## config.mk

```make
export PLATFORM = sky130hd
export DESIGN_NAME = dmem_port_arbiter
export DESIGN_NICKNAME = d
export VERILOG_FILES = /design/src/rtl/dmem_arb_pkg.sv /design/src/rtl/dmem_arb_starve_ctr.sv /design/src/rtl/dmem_port_arbiter.sv
export SDC_FILE = /design/constraint.sdc
export NUM_CORES = 1
export LEC_CHECK = 0
export BUFFER_PORTS_ARGS = -buffer_cell sky130_fd_sc_hd__buf_2
export CELL_PAD_IN_SITES_DETAIL_PLACEMENT = 1
export CELL_PAD_IN_SITES_GLOBAL_PLACEMENT = 1
export CORE_AREA = 3 3 181 183
export CTS_CLUSTER_DIAMETER = 150
export DETAILED_ROUTE_END_ITERATION = 10
export DIE_AREA = 0 0 184 186
export GPL_TIMING_DRIVEN = 0
export PLACE_DENSITY = 0.75
export SLEW_MARGIN = 20
export SYNTH_ARGS = -nofsm -noshare
export SYNTH_HDL_FRONTEND = slang
export SYNTH_HIERARCHICAL = 1
export SYNTH_SLANG_ARGS = --single-unit
```

## constraint.sdc

```tcl
create_clock -name clk -period 2.6 [get_ports clk]
set_input_delay 0.65 -clock clk [delete_from_list [all_inputs] [get_ports clk]]
set_output_delay 0.65 -clock clk [all_outputs]
set_load 0.01 [all_outputs]
```

## src/rtl/dmem_arb_pkg.sv

```systemverilog
// Shared types and constants for the data-memory port arbiter.
// The starvation guard is enabled with the DMEM_ARB_STARVE_GUARD_EN macro.
package dmem_arb_pkg;

   typedef enum logic [0:0] {
      IDLE    = 1'b0,
      RD_WAIT = 1'b1
   } arb_state_t;

   localparam logic [3:0] XFER_DWORD   = 4'b1000;
   localparam int         MAX_READ_LAT = 8;

   // Width of the read-latency down-counter for a given READ_LAT.
   function automatic int lat_cnt_width(input int read_lat);
      return $clog2(read_lat + 1);
   endfunction

endpackage

```

## src/rtl/dmem_arb_starve_ctr.sv

```systemverilog
// Saturating count of denied store-request cycles; force_st asserts at LIMIT.
// Only instantiated when DMEM_ARB_STARVE_GUARD_EN is defined.
module dmem_arb_starve_ctr #(
   parameter int LIMIT = 4
) (
   input  logic clk,
   input  logic reset,
   input  logic inc,
   input  logic clr,
   output logic force_st
);

   localparam int CW = $clog2(LIMIT + 1);

   logic [CW-1:0] cnt_reg;

   always_ff @(posedge clk) begin
      if (reset) begin
         cnt_reg <= '0;
      end else if (clr) begin
         cnt_reg <= '0;
      end else if (inc && (cnt_reg != CW'(LIMIT))) begin
         cnt_reg <= cnt_reg + 1'b1;
      end
   end

   assign force_st = (cnt_reg == CW'(LIMIT));

endmodule

```

## src/rtl/dmem_port_arbiter.sv

```systemverilog
// Shares the datamem port between loads (priority) and store commits.
// DMEM_ARB_STARVE_GUARD_EN adds a forced store grant after STARVE_LIMIT denials.
module dmem_port_arbiter
   import dmem_arb_pkg::*;
#(
   parameter int READ_LAT = 1
`ifdef DMEM_ARB_STARVE_GUARD_EN
   ,
   parameter int STARVE_LIMIT = 4
`endif
) (
   input  logic        clk,
   input  logic        reset,
   input  logic        ld_req_valid,
   input  logic [63:0] ld_req_addr,
   output logic        ld_req_ready,
   output logic        ld_rsp_valid,
   output logic [63:0] ld_rsp_data,
   input  logic        st_req_valid,
   input  logic [63:0] st_req_addr,
   input  logic [63:0] st_req_data,
   output logic        st_req_ready,
   output logic [63:0] mem_address,
   output logic        mem_read_enable,
   output logic        mem_write_enable,
   output logic [63:0] mem_write_data,
   output logic [3:0]  mem_xfer_size,
   input  logic [63:0] mem_read_data
);

   localparam int CNT_W = lat_cnt_width(READ_LAT);

   arb_state_t        state_reg;
   logic [CNT_W-1:0]  cnt_reg;
   logic [63:0]       addr_reg;
   logic [63:0]       wdata_reg;
   logic              rsp_valid_reg;
   logic [63:0]       rsp_data_reg;

   logic idle;
   logic rd_wait;
   logic ld_grant;
   logic st_grant;
   logic last_read;
   logic force_st;

`ifdef DMEM_ARB_STARVE_GUARD_EN
   dmem_arb_starve_ctr #(
      .LIMIT(STARVE_LIMIT)
   ) u_starve_ctr (
      .clk      (clk),
      .reset    (reset),
      .inc      (st_req_valid && !st_grant),
      .clr      (st_grant),
      .force_st (force_st)
   );
`else
   assign force_st = 1'b0;
`endif

   // Grants are decided combinationally in IDLE and suppressed while reset is high.
   always_comb begin
      idle      = (state_reg == IDLE) && !reset;
      rd_wait   = (state_reg == RD_WAIT) && !reset;
      st_grant  = idle && st_req_valid && (!ld_req_valid || force_st);
      ld_grant  = idle && ld_req_valid && !st_grant;
      last_read = (ld_grant && (READ_LAT == 1)) ||
                  (rd_wait && (cnt_reg == CNT_W'(1)));
   end

   assign ld_req_ready     = ld_grant;
   assign st_req_ready     = st_grant;
   assign mem_read_enable  = ld_grant || rd_wait;
   assign mem_write_enable = st_grant;
   assign mem_address      = ld_grant ? ld_req_addr :
                             st_grant ? st_req_addr : addr_reg;
   assign mem_write_data   = st_grant ? st_req_data : wdata_reg;
   assign mem_xfer_size    = XFER_DWORD;
   assign ld_rsp_valid     = rsp_valid_reg;
   assign ld_rsp_data      = rsp_data_reg;

   always_ff @(posedge clk) begin
      if (reset) begin
         state_reg     <= IDLE;
         cnt_reg       <= '0;
         addr_reg      <= '0;
         wdata_reg     <= '0;
         rsp_valid_reg <= 1'b0;
         rsp_data_reg  <= '0;
      end else begin
         rsp_valid_reg <= last_read;
         if (last_read) begin
            rsp_data_reg <= mem_read_data;
         end
         if (ld_grant || st_grant) begin
            addr_reg <= mem_address;
         end
         if (st_grant) begin
            wdata_reg <= st_req_data;
         end
         case (state_reg)
            IDLE: begin
               if (ld_grant && (READ_LAT > 1)) begin
                  state_reg <= RD_WAIT;
                  cnt_reg   <= CNT_W'(READ_LAT - 1);
               end
            end
            RD_WAIT: begin
               cnt_reg <= cnt_reg - 1'b1;
               if (cnt_reg == CNT_W'(1)) begin
                  state_reg <= IDLE;
               end
            end
            default: state_reg <= IDLE;
         endcase
      end
   end

endmodule

```

==> reports/results.ini <==
[status]
status=finished, violations left
violations=negative setup slack

[floorplan]
die_y_um=186
io-pin-count=461
fp.dieW_um=184
start_util_pct=30.7
die_area_sq_mm=0.0342
rows=65
coreArea_sq_mm=0.0314

[worst_setup_path]
worstSetupStartpointType=primary input
end_kind=output port
critPathKind=in2out
crit_required_ps=1950
path_max_fanout=9
critPathMaxStageDelay_ps=400
crit_slowest_cell=nor4b_4
crit_chain=buf_4 > nor4b_4 > buf_6 > buf_12 > clkbuf_16 > mux2_4 > buf_6
cp_common_cell=buf_6
worstPathArrival_ps=2160

[power]
p_total_mw=7.48
pwr_density_cell_mw_per_mm2=528
ir_drop_uv=384
power_leakage_nw=6.76

[synth]
synth_compound_gate_area_share_pct=13.5
ys_seq_area_share_pct=40.5
synth-xor-area-share_pct=0.0909
synth_top_cell_area_share_pct=40.5
synth_top_family_by_area=simple AND/OR/NAND/NOR gates
ys_types=28
synthMuxAreaShare_pct=9.80
synthSimpleGateAreaFrac_pct=30.3
ys_ff_latch=195
syn_inst=1083
synthAdderAreaFrac_pct=0
netlist_top_cells_area=dfxtp_1 41%, mux2_4 8.4%, a21oi_1 6.6%, a221o_1 6.6%, or3b_2 5.8%
yosys.area.top_type=dfxtp_1
ys_warn_count=6
syn-mean-instance-area_sq_um=8.90
syn_area_sq_mm=0.00964

[route]
avgRoutedWirePerCell_um=20.6
num_vias=9955
wl_um=41400
avgViaCountPerCell=4.95
drt_pre_antenna_iters=5
ant_nets=0
drtIter0Drc=353
drc=0

[grt]
grt_use_met2_pct=39.6
grt_remaining_overflow=0
grt_use_total_pct=22.2
antenna_found_initial=3
grt_pass1_vias=10400
grt_max_degree=20
busiest_layer=met2
use_met3_pct=5.37
grt_use_met1_pct=26.3
grt_pass1_wl_um=59200

[clock_network]
cts_root_buf=clkbuf_16
cts_tree=yes
cts.sinks=195
cts_buffer_depth=2
path_clk_slew_ps=80
clk_latency_ps=440
cts_inserted_buffers=17
hold_buffers=0
htreeDepth=4

[timing]
relSlewSlack_pct=55.8
skew_ps=9.56
rsz0062_at_grt=true
fmax_mhz=356
timing.final.crit_share_pct=108
worst_slack_ps=-207
slew_violations=0
finalHoldViolCount=0
setup-violations-final=120
tightest_slew_ps=663
period_minus_slack_ps=2810

[cells_and_area]
post-route-util_pct=45.1
register_area_sq_mm=0.00391
multiInputGateArea_sq_mm=0.00530
area_growth_pct=46.9
drive_gt1_share_pct=46.4
nNetsFinal=1857
fill_cells=3773
final_cells=2013
fin_area_sq_mm=0.0142
final_common_cell=buf_2
final_cell_mix=401 x buf_2, 194 x dfxtp_1, 128 x a21oi_1, 128 x nand2_1, 72 x buf_6

[placed_design]
placed_area_sq_mm=0.0124
place_ws_ps=-784
gp_congestion=0.802
hpwl_um=29900
dp_cells=1941
port_buffers=454

[hold_path]
hold_path_class=in2reg

[run]
maxCapViolCount=0

-- critical path: cells and delay by family --
family | cells | cell delay [ps]
multiplexers | 1 | 310
buffers and inverters | 5 | 770
AND/OR/NAND/NOR | 1 | 400
-- power by group --
| part | internal, mW | total (mW) | switching, mW |
|---|---|---|---|
| clock network | 1.33 | 2.59 | 1.26 |
| logic | 0.843 | 1.65 | 0.811 |
| registers | 3.15 | 3.24 | 0.0863 |
-- cell usage after synthesis --
cell type / count
buf_4: 6
xnor2_1: 1
conb_1: 2
nor2_1: 69
buf_2: 21
buf_6: 2
nor4b_4: 1
nand2_1: 128
mux2_1: 1
nor2b_1: 13
o21ai_2: 1
buf_8: 1
clkbuf_1: 61
mux2i_1: 1
and2b_1: 51
dfxtp_1: 195
a21oi_1: 128
buf_1: 9
and2_1: 65
nand2b_1: 64
a221o_1: 64
nor3b_1: 1
mux2_2: 10
or3b_2: 64
buf_12: 5
nor3_1: 64
o21ba_2: 1
mux2_4: 54
-- kinds of logic after synthesis --
| group | after synthesis |
|---|---|
| AOI/OAI and AO/OA | 194 |
| buffers and inverters | 105 |
| and+or+nand+nor | 520 |
| other | 2 |
| DFF | 195 |
| xor gates and xnor gates | 1 |
| muxes | 66 |
-- final timing paths --
check                                        from                  to  slack, ps  depth (start not counted)
worst max-delay path                        reset  mem_write_data[47]       -210                          7
worst min-delay path            mem_read_data[23]     ld_rsp_data[23]        440                          3
worst max register to register          state_reg       wdata_reg[47]        640                          7
worst min register to register    ld_rsp_data[49]     ld_rsp_data[49]        450                          2
-- timing repair --
action / CTS / global route
pin swaps: 2 / 33
setup buffers: 20 / 19
setup endpoints to repair: 132 / 129
gates resized for setup: 111 / 85
cloned: 6 / 5
-- per-stage QoR --
stage	TNS [ps]	hold slack, ps
after detailed placement	-52960	444
after floorplan	0	457
final	-15590	441
after CTS	-19860	410
after global placement	-51190	436
after global routing	-25700	420
-- final cells by class --
class	count	area share, %
well taps	402	3.55
plain buffers	98	4.37
clock buffers	21	3.32
clock inverters	10	0.636
diodes	2	0.0353
repair buffers	500	23.1
flip-flops and latches	195	27.6
multi-input cells	785	37.4
-- routing by layer --
layer  vias up  wire length, um
met5         -               42
li1       4722                -
met2       357            21100
met4         6              761
met1      4819            16900
met3        51             2610
No activity file was read; power rests on OpenSTA's default activity.
